[src/rtl/ram_arbiter.sv]
`default_nettype none
// ============================================================================
// Module      : ram_arbiter
// Description : Round-robin arbiter sharing a 32-word single-port RAM between
//               two requesters. Optional stats counters: RAM_ARB_STATS_EN.
// Revision    : 1.0 - initial release
// ============================================================================
module ram_arbiter #(
    parameter int AW    = 32,
    parameter int DW    = 32,
    parameter int DEPTH = 32
) (
    input  logic          clk,
    input  logic          rst,
    input  logic          m0_req,
    input  logic          m0_we,
    input  logic [AW-1:0] m0_addr,
    input  logic [DW-1:0] m0_wdata,
    output logic          m0_gnt,
    output logic          m0_rvalid,
    output logic [DW-1:0] m0_rdata,
    output logic          m0_err,
    input  logic          m1_req,
    input  logic          m1_we,
    input  logic [AW-1:0] m1_addr,
    input  logic [DW-1:0] m1_wdata,
    output logic          m1_gnt,
    output logic          m1_rvalid,
    output logic [DW-1:0] m1_rdata,
    output logic          m1_err,
    output logic          ram_we,
    output logic [AW-1:0] ram_addr,
    output logic [DW-1:0] ram_d_in,
    input  logic [DW-1:0] ram_d_out,
    output logic          busy
`ifdef RAM_ARB_STATS_EN
    ,
    output logic [15:0]   m0_grants,
    output logic [15:0]   m1_grants,
    output logic [15:0]   err_count
`endif
);

    typedef enum logic [1:0] {
        S_IDLE   = 2'd0,
        S_ACCESS = 2'd1,
        S_RESP   = 2'd2
    } state_t;

    localparam logic [AW-1:0] c_depth = AW'(DEPTH);

    state_t        r_state;
    state_t        w_next_state;
    logic          r_last_grant;
    logic          r_winner;
    logic          r_we;
    logic [AW-1:0] r_addr;
    logic [DW-1:0] r_wdata;
    logic [DW-1:0] r_rdata;
    logic          r_err;

    logic          w_sample;
    logic          w_grant;
    logic          w_pick;
    logic          w_in_range;

    assign w_sample   = (r_state == S_IDLE) || (r_state == S_RESP);
    assign w_grant    = w_sample && (m0_req || m1_req);
    // On a tie the requester that did not win last time goes first.
    assign w_pick     = (m0_req && m1_req) ? ~r_last_grant : m1_req;
    assign w_in_range = (r_addr < c_depth);

    always_comb begin
        w_next_state = r_state;
        case (r_state)
            S_IDLE:   w_next_state = w_grant ? S_ACCESS : S_IDLE;
            S_ACCESS: w_next_state = S_RESP;
            S_RESP:   w_next_state = w_grant ? S_ACCESS : S_IDLE;
            default:  w_next_state = S_IDLE;
        endcase
    end

    always_comb begin
        m0_gnt    = 1'b0;
        m1_gnt    = 1'b0;
        m0_rvalid = 1'b0;
        m1_rvalid = 1'b0;
        m0_rdata  = '0;
        m1_rdata  = '0;
        m0_err    = 1'b0;
        m1_err    = 1'b0;
        ram_we    = 1'b0;
        ram_addr  = '0;
        ram_d_in  = '0;
        busy      = 1'b0;
        case (r_state)
            S_ACCESS: begin
                busy     = 1'b1;
                m0_gnt   = ~r_winner;
                m1_gnt   = r_winner;
                ram_addr = w_in_range ? r_addr : '0;
                ram_d_in = r_wdata;
                // Reset kills an in-flight write in the same cycle.
                ram_we   = r_we && w_in_range && !rst;
            end
            S_RESP: begin
                busy = 1'b1;
                if (r_winner) begin
                    m1_rvalid = 1'b1;
                    m1_rdata  = r_rdata;
                    m1_err    = r_err;
                end else begin
                    m0_rvalid = 1'b1;
                    m0_rdata  = r_rdata;
                    m0_err    = r_err;
                end
            end
            default: ;
        endcase
    end

    always_ff @(posedge clk) begin
        if (rst) begin
            r_state      <= S_IDLE;
            r_last_grant <= 1'b1;
            r_winner     <= 1'b0;
            r_we         <= 1'b0;
            r_addr       <= '0;
            r_wdata      <= '0;
            r_rdata      <= '0;
            r_err        <= 1'b0;
        end else begin
            r_state <= w_next_state;
            if (w_grant) begin
                r_winner     <= w_pick;
                r_last_grant <= w_pick;
                r_we         <= w_pick ? m1_we    : m0_we;
                r_addr       <= w_pick ? m1_addr  : m0_addr;
                r_wdata      <= w_pick ? m1_wdata : m0_wdata;
            end
            if (r_state == S_ACCESS) begin
                r_rdata <= (!r_we && w_in_range) ? ram_d_out : '0;
                r_err   <= !w_in_range;
            end
        end
    end

`ifdef RAM_ARB_STATS_EN
    logic [AW-1:0] w_pick_addr;
    assign w_pick_addr = w_pick ? m1_addr : m0_addr;

    always_ff @(posedge clk) begin
        if (rst) begin
            m0_grants <= '0;
            m1_grants <= '0;
            err_count <= '0;
        end else if (w_grant) begin
            if (!w_pick && m0_grants != 16'hFFFF) m0_grants <= m0_grants + 16'd1;
            if (w_pick && m1_grants != 16'hFFFF)  m1_grants <= m1_grants + 16'd1;
            if (!(w_pick_addr < c_depth) && err_count != 16'hFFFF)
                err_count <= err_count + 16'd1;
        end
    end
`endif

endmodule
`default_nettype wire

[config.mk]
export PLATFORM = sky130hd
export DESIGN_NAME = ram_arbiter
export DESIGN_NICKNAME = d
export VERILOG_FILES = /design/src/rtl/ram_arbiter.sv
export SDC_FILE = /design/constraint.sdc
export NUM_CORES = 1
export LEC_CHECK = 0
export ABC_AREA = 1
export ABC_CLOCK_PERIOD_IN_PS = 1650
export BUFFER_PORTS_ARGS = -buffer_cell sky130_fd_sc_hd__buf_2
export CORE_UTILIZATION = 25
export CTS_BUF_LIST = sky130_fd_sc_hd__clkbuf_4 sky130_fd_sc_hd__clkbuf_8 sky130_fd_sc_hd__clkbuf_16
export DETAILED_ROUTE_END_ITERATION = 10
export SETUP_SLACK_MARGIN = 0.5
export SYNTH_ARGS = -nofsm -noshare
export SYNTH_HDL_FRONTEND = slang
export SYNTH_SLANG_ARGS = --single-unit
[constraint.sdc]
create_clock -name clk -period 1.65 [get_ports clk]
set_input_delay 0.33 -clock clk [delete_from_list [all_inputs] [get_ports clk]]
set_output_delay 0.33 -clock clk [all_outputs]
set_load 0.01 [all_outputs]
Word-level counts from Yosys, hierarchy flattened. Index checks and enable logic that the tools add are counted.

Flip-flop bits (word level): 102. Latch bits: 0. Memory bits (writable): 0. Bits in read-only memories: 0. Input bits: 166. Output and inout bits: 136. Word-level logic and storage cells: 52. Memories kept: 0.

Add/sub/neg operators: 0. Multiply operators: 0. Div/mod/pow operators: 0. $lt $le $gt $ge: 1. Eq/ne operators: 2. Shift-type cells: 0. Mux-type cells: 26. Bitwise gates (word level): 2. Reductions and logical operators: 13.

Operator list (count): 32-bit two-way mux (10); 32-bit by 6-bit < comparator with 1-bit output (second input constant) (1); 1-bit two-way mux (15); 1-bit logical AND (5); 2-bit case mux with 2 select lines (1); 2-bit OR reduction (2); 1-bit zero test (3); 2-bit by 1-bit == test with 1-bit output (second input constant) (1); 2-bit == test (second input constant) (1); 2-bit zero test (1); 1-bit logical OR (2); 1-bit NOT (2).

Longest topological paths before layout. Gate-level depths: netlist of the first run.

Word-level depth: 5. Gate-level depth with buffers: 8. Mapped depth without buffers: 7.

Worst setup path after synthesis of the first run. No wires, ideal clock.

Path type: register to output. Start point: register r_state[0]. End point: output m0_rdata[10]. Data arrival time: 1283 ps. Required time: 1320 ps. Path slack: 37 ps. Stages on the path, launching flop included: 8. Buffers on the path: 1. Path through: dfxtp_1 inv_1 ha_1 inv_1 nor2_1 inv_1 buf_1 nor2_1.

Word-level cells in the longest chain between the ends: 2.

Ends and longest elaborated chain: from (decl) (line 52) `state_t r_state;`; from (signal assigned) (line 133) `r_state <= w_next_state;`; 2-bit == test (line 96) `case (r_state)`; 32-bit two-way mux (line 96); to (decl) (line 21) `output logic [DW-1:0] m0_rdata,`.

No other way between the ends.

Worst setup path in the final report of the first run.
Start point: register r_addr[20]. End point: output ram_addr[0].

Word-level cells in the longest chain between the ends: 3.

Ends and longest elaborated chain: from (decl) (line 57) `logic [AW-1:0] r_addr;`; from (signal assigned) (line 138) `r_addr <= w_pick ? m1_addr : m0_addr;`; 32-bit by 6-bit < comparator with 1-bit output (line 71) `assign w_in_range = (r_addr < c_depth);`; 32-bit two-way mux (line 101) `ram_addr = w_in_range ? r_addr : '0;`; 32-bit two-way mux (line 96); to (decl) (line 32) `output logic [AW-1:0] ram_addr,`.

No other way between the ends.

==> results of run 1 <==
[path summary, 6_finish.rpt]
kind,slack (ps),from,endpoint,cells past startpoint
min reg2reg,470,r_rdata[4],r_rdata[4],2
max,-310,r_addr[20],ram_addr[0],8
max reg2reg,-90,r_state[1],r_addr[31],11
min,230,m0_wdata[3],r_wdata[3],3
[sequential cells by signal (all words and copies together) (netlist names)]
register      cells
r_addr           32
r_state           2
r_wdata          32
r_rdata          32
r_winner          1
r_last_grant      1
r_err             1
r_we              1
[where the power goes]
group	switching (mW)	total, mW	internal (mW)
Sequential	0.231	2.91	2.68
Combinational	1.29	2.48	1.19
Clock	1.05	2.10	1.05
Total	2.57	7.49	4.92
[synth_stat cells]
library cell  number
clkbuf_2           1
buf_1              3
conb_1             1
clkbuf_1          23
o21ai_0           66
nand3_1           33
buf_6              8
inv_2              1
clkbuf_8           1
nor3_4             1
and3_1             1
nand2_2            1
a31oi_1           65
ha_1               3
dfxtp_1          102
nor2_4             2
nor2_2             1
inv_1            110
clkinv_1           1
buf_4             31
a21oi_1           34
buf_2             23
nor2_1           123
nand2_1          209
[worst max-delay path: stages (launching register included)]
cell	delay [ps]
dfxtp_1	340
nor2_1	120
nand2_1	60
nor2_1	140
nand2_2	90
nor2_4	170
nand2_4	100
nor2_2	110
buf_2	150
[stage by stage]
stage / util (%) / std cells / TNS (ps) / hold WS (ps)
floorplan: - / 870 / 0 / 429
global placement: 36.9 / 1360 / 0 / 452
detailed placement: 36.9 / 1360 / 0 / 455
CTS: 43.3 / 1402 / -20350 / 211
global route: 49.5 / 1416 / -31920 / 221
finish: 49.5 / 1417 / -20240 / 231
[per-layer routing]
layer	routed length, microns	vias up	track usage [%]
li1	-	3194	-
met1	8770	2936	20.8
met2	11200	205	30.7
met3	1110	17	4.12
met4	203	2	3.57
met5	13	-	0
[timing repair]
| action | 4_1_cts | 5_1_grt |
|---|---|---|
| endpoints found under the setup margin | 210 | 210 |
| gates resized for setup | 159 | 187 |
| gates cloned | 10 | 10 |
| pin swaps | 17 | 21 |
| buffers inserted | 16 | 4 |
[cell families (layout without fill, tap and decap cells)]
logic type | after synthesis | in the layout | share of synthesized area [%]
fa+ha+maj | 3 | 3 | 0.691
compound gates | 165 | 165 | 16.7
flops | 102 | 102 | 37.6
other cells | 1 | 28 | 0.0690
simple gates | 371 | 371 | 27.0
buf+inv | 202 | 473 | 17.9
[cell type report]
cell class / count / area share [%]
clock inverters: 7 / 0.537
inverters: 112 / 4.32
flip-flops and latches: 102 / 19.6
repair buffers: 345 / 31.1
diodes: 1 / 0.0239
clock buffers: 9 / 2.15
multi-input cells: 566 / 39.0
well taps: 275 / 3.28
==> results.md, run 1 <==
- Status: finished, violations left
- Violated checks: negative setup slack
- Final Cell Area: 10,500 sq um
- Worst Slack Setup Final: -312 ps
- # nets final: between 1,000 and 1,500
- Die Span X: roughly 150 microns
- Leakage Power: around 4.7 nW
- Layout area overhead: 92.8%
- Critical path type: reg -> out
- CTS root buf: clkbuf_16
- Share of the synthesized area in the top cell type: a little under two fifths
- Unique masters post-synth: 24
- Synth Register Bits: between 100 and 150
- Max_cap viols: 0
- CTS Buf Count: 9
- Pre-CTS setup slack: roughly 1.5 ps
- Share of cells above drive strength 1: 53.9%
- Clk slew on worst S/H paths: roughly 80 ps
- Synthesis warning total: 0
- Max VDD drop: between 500 and 600 uV
- CP arrival: about 1600 ps
- Final Skew: roughly 7.1 ps
- Area of the multi-input gates: 4090 sq um
- Unrepaired setup endpoints after global routing: yes
- I/O Buffers: between 200 and 300
- Most common cell after layout, fill and taps aside: buf_2
- Total gr overflow: 0
- Via/cell ratio: about 4.5
- Final worst-path cycle share: 119%
- Placed instance area: 7820 sq um
- Floorplan row count: between 50 and 60
- Vias: between 6,000 and 7,000
- Tot Pwr: between 7 and 8 mW
- Slew margin rel.: between 50% and 60%
- Synth top area cells: dfxtp_1 (38%), nand2_1 (14%), nor2_1 (8.5%), inv_1 (7.6%), a31oi_1 (7.5%)
- All-Layer GR Usage: ~17%
- Final Setup Violations: about 120
- Initial antenna violation count: 2
- Routed wire length: roughly 21,000 microns
- FILL cells: 2,003
- Biggest area consumer among synthesized cells: dfxtp_1
- Hold_buf cts: 0
- DRT iter0 DRCs: 164
- Wire length of the first global-routing pass: 29,800 microns
- Hold Fails Final Rpt: 0
- Hold Crit Class: in -> reg
- Mapped cell area: approximately 5400 sq um
- Ports: ~300
- Die Height: 149 microns
- Synthesized instance count: 844
- Syn_area_per_cell: ~6.4 sq um
- Core area: around 21,000 sq um
- Detailed Routing Iterations Pass 1: 4
- Final HPWL DP: between 10,000 and 15,000 microns
- Placer Congestion: approximately 0.75
- F_max: approximately 510 MHz
- Clock tree buffer depth: 2
- Tmin final: slightly below 2000 ps
- Largest net degree at the start of global routing: 42
- Worst-Margin Slew: just over 600 ps
- Maximum fanout along the worst path: 5
- Drt wl/cell: 15.1 microns
- Required @ worst endpoint: about 1300 ps
- Clk_lat worst skew: about 350 ps
- TritonCTS clock tree: built
- Register area: between 2000 and 2500 sq um
- Final Max Tran Viols: 0
- Vias in the first global route: approximately 6,000
- Pwr Density: roughly 700 nW/um^2
- Num Clock Sinks: 102
- Crit start category: register
- Most frequent cells in the layout: buf_2 (174), nand2_1 (170), buf_6 (112)
- Htree depth: 3
- Worst setup EP type: output port
- Sequential fraction of the synthesis area: 37.6%
- Die ar.: about 22,000 sq um
- Drc violations: 0
- Routed Antenna Nets: 0
- Initial Utilization: between 20% and 30%
Power figures use the tool's default switching activity.
==> inputs of run 2 (changes only) <==
--- a/config.mk
+++ b/config.mk
@@ -5,13 +5,13 @@
 export SDC_FILE = /design/constraint.sdc
 export NUM_CORES = 1
 export LEC_CHECK = 0
-export ABC_AREA = 1
 export ABC_CLOCK_PERIOD_IN_PS = 1650
 export BUFFER_PORTS_ARGS = -buffer_cell sky130_fd_sc_hd__buf_2
 export CORE_UTILIZATION = 25
 export CTS_BUF_LIST = sky130_fd_sc_hd__clkbuf_4 sky130_fd_sc_hd__clkbuf_8 sky130_fd_sc_hd__clkbuf_16
 export DETAILED_ROUTE_END_ITERATION = 10
 export SETUP_SLACK_MARGIN = 0.5
+export SLEW_MARGIN = 20
 export SYNTH_ARGS = -nofsm -noshare
 export SYNTH_HDL_FRONTEND = slang
 export SYNTH_SLANG_ARGS = --single-unit
==> run 2 against run 1 <==
Net effect:
- the run still ends with negative setup slack left
- final area rose by 3.7%
- fmax shrank 11%
- worst hold slack lost 4.7 ps
- combinational power is 22% higher
- global-route usage grew 2.7 points
==> results.md, run 2 <==
- Violated checks: negative setup slack
- Unrepaired setup endpoints after global routing: yes
- DRT iter0 DRCs: 203 (+24%)
- Max VDD drop: 607 uV (+17%)
- Number of enable flip-flop cells after synthesis: 0 (unchanged)
- Status: finished, violations left
- Hold_buf cts: 0 (unchanged)
- CP arrival: 1870 ps (+240 ps)
- Num Clock Sinks: 102 (unchanged)
- Detailed Routing Iterations Pass 1: 4 (unchanged)
- Share of cells above drive strength 1: 63.6% (+9.7 points)
- Unique masters post-synth: 32 (+33%)
- Largest delay share family, worst path: simple AND/OR/NAND/NOR gates
- Sw Share: 32.6% (-1.7 points)
- Drc violations: 0 (unchanged)
- Vias in the first global route: 6,303 (+6.6%)
- Worst-case hold slack: 226 ps (-4.72 ps)
- Vias: 6,458 (+1.6%)
- Layout area overhead: 99.7%
- Flop pwr share: 36.4% (-2.5 points)
- Placed instance area: 7830 sq um (+0.16%)
- Die Span X: 150 microns (about the same)
- Htree depth: 3 (unchanged)
- Synth Register Bits: 102 (unchanged)
- Most frequent cells in the layout: buf_2 (170), nand2_1 (162), buf_6 (135)
- Commonest cells post-synth: nand2_1 (163), dfxtp_1 (102), nor2_1 (71)
- Via/cell ratio: 4.91 (+9.5%)
- Hold Fails Final Rpt: 0 (unchanged)
- Post-synth ARST share: 0% (unchanged)
- Final Cell Area: 10,900 sq um (+3.7%)
- Worst setup EP type: output port
- Floorplan row count: 53 (unchanged)
- Crit path largest cell delay: 340 ps (about the same)
- CTS Buf Count: 9 (unchanged)
- TritonCTS clock tree: built
- WP buf/inv: 3 (+2)
- Core area: 21,200 sq um (unchanged)
- Final Setup Violations: 207 (+67%)
- Slowest CP cell: dfxtp_2
- Ports: 302 (unchanged)
- Clk slew on worst S/H paths: 70 ps (about the same)
- Mapped cell area: 5440 sq um (+0.16%)
- Combinational Power Share: 37.7% (+4.6 points)
- Share of the synthesized area in the top cell type: 37.5% (-0.060 points)
- Crit start category: register
- Synth top area cells: dfxtp_1 (38%), nand2_1 (11%), a311oi_1 (10%), and2_1 (7.7%), or4b_1 (5.9%)
- Die ar.: 22,400 sq um (+0.16%)
- Synth Flop Type: dfxtp_1
- All-Layer GR Usage: 19.9% (+2.7 points)
- Final HPWL DP: 13,900 microns (+8.3%)
- P_int: 5.40 mW (+9.8%)
- I/O Buffers: 274 (unchanged)
- Sequential fraction of the synthesis area: 37.5% (-0.060 points)
- Clock network power share: 25.9% (-2.2 points)
- Most frequent cell after synthesis: nand2_1
- Final Skew: 6.73 ps (-0.329 ps)
- CTS root buf: clkbuf_16
- Area of the multi-input gates: 4280 sq um (+4.8%)
- Pre-CTS setup slack: -240 ps (-242 ps)
- Final worst-path cycle share: 133% (+15 points)
- Worst Slack Setup Final: -552 ps (-240 ps)
- Largest net degree at the start of global routing: 44 (+4.8%)
- Most common cell after layout, fill and taps aside: buf_2
- Psw: 2.61 mW (+1.5%)
- Die Height: 150 microns (about the same)
- FILL cells: 1,852 (-7.5%)
- F_max: 454 MHz (-11%)
- Synthesized instance count: 702 (-17%)
- Wire length of the first global-routing pass: 34,200 microns (+15%)
- Initial Utilization: 25.7% (+0.041 points)
- Drt wl/cell: 18.0 microns (+19%)
- Routed wire length: 23,600 microns (+11%)
- # nets final: 1,203 (-7.8%)
- Required @ worst endpoint: 1320 ps (about the same)
- Critical path type: reg -> out
- Max_cap viols: 0 (unchanged)
- Critical-path cell list: nor4_4 > buf_4 > nand4_1 > buf_6 > nor4_2 > buf_2
- Total gr overflow: 0 (unchanged)
- Synthesis warning total: 0 (unchanged)
- Hold Crit Class: in -> reg
- Pwr Density: 737 nW/um^2 (+3.1%)
- Clk_lat worst skew: 350 ps (about the same)
- Final Max Tran Viols: 0 (unchanged)
- Clock tree buffer depth: 2 (unchanged)
- Register area: 2050 sq um (+0.12%)
- Tmin final: 2200 ps (+240 ps)
- Biggest area consumer among synthesized cells: dfxtp_1
- Placer Congestion: 0.780 (+4.0%)
- Leakage Power: 4.67 nW (-0.16%)
- Initial antenna violation count: 1 (-1)
- Syn_area_per_cell: 7.75 sq um (+20%)
- Routed Antenna Nets: 0 (unchanged)
- Maximum fanout along the worst path: 7 (+2)
- Regs by FF count: r_addr: 32 flops, r_rdata: 32 flops, r_wdata: 32 flops
## run 2: cell count changes after synthesis, moves of 23 or more
cell,before,now
buf_2,23,0
nand3_1,33,0
a311oi_1,0,65
a31oi_1,65,0
and2_1,0,67
clkbuf_1,23,66
nor2_1,123,71
or4b_1,0,32
and3_1,1,33
a21oi_1,34,0
nand2_1,209,163
o31ai_1,0,29
inv_1,110,7
o21ai_0,66,1
## run 2: final timing paths
check	start	end	slack (ps)	cells after the start
worst min-delay path	m1_addr[24]	r_addr[24]	230	3
worst max register to register	r_addr[26]	r_rdata[23]	-500	5
worst max-delay path	r_addr[24]	ram_addr[4]	-550	6
worst min register to register	r_rdata[12]	r_rdata[12]	480	2
## run 2: routing by layer
| layer | wire, microns | global-route usage [%] | vias up |
|---|---|---|---|
| met4 | 434 | 5.66 | 0 |
| li1 | - | - | 3086 |
| met3 | 1340 | 4.18 | 29 |
| met1 | 9700 | 24.0 | 3091 |
| met2 | 12200 | 35.1 | 252 |
| met5 | 0 | 0 | - |
## run 2: power by group through the flow
| stage | clock network, mW | logic [mW] | registers [mW] |
|---|---|---|---|
| after floorplan | 0 | 1.13 | 2.82 |
| after global placement | 0 | 1.67 | 2.86 |
| after detailed placement | 0 | 1.68 | 2.87 |
| after CTS | 2.15 | 2.81 | 2.88 |
| after global routing | 2.22 | 3.22 | 2.94 |
| final | 2.07 | 3.02 | 2.91 |
## run 2: kinds of logic after synthesis
kind of cell	count (synthesis)	synth area share, %
AOI/OAI and AO/OA	105	16.3
adders and majority gates	3	0.690
buffers and inverters	106	9.52
DFF	102	37.5
other	1	0.0689
and+or+nand+nor	385	35.9
## run 2: what timing repair did
action / CTS / global route
gates resized for setup: 276 / 92
cloned: 24 / 3
endpoints found under the setup margin: 210 / 211
pin swaps: 43 / 22
setup buffers: 33 / 6
hold endpoints to repair: 0 / 0
## run 2: metrics by stage
step	setup TNS [ps]	instances	power, mW	util (%)
2_1_floorplan	-3310	728	3.95	-
3_3_place_gp	-6640	1232	4.53	37.0
3_5_place_dp	-7320	1232	4.54	37.0
4_1_cts	-57660	1304	7.84	48.7
5_1_grt	-70920	1314	8.38	51.4
6_report	-58810	1315	8.01	51.4
## run 2: final cells by class
type | instances | area share [%]
Clock buffer | 10 | 2.20
Inverter | 7 | 0.265
Clock inverter | 5 | 0.322
Sequential cell | 102 | 18.9
Multi-Input combinational cell | 521 | 39.4
Antenna cell | 2 | 0.0460
Tap cell | 275 | 3.17
Timing Repair Buffer | 393 | 35.7
## run 2: worst min-delay path: stages
cell	delay (ps)
buf_2	100
nand2_1	40
a311oi_1	70
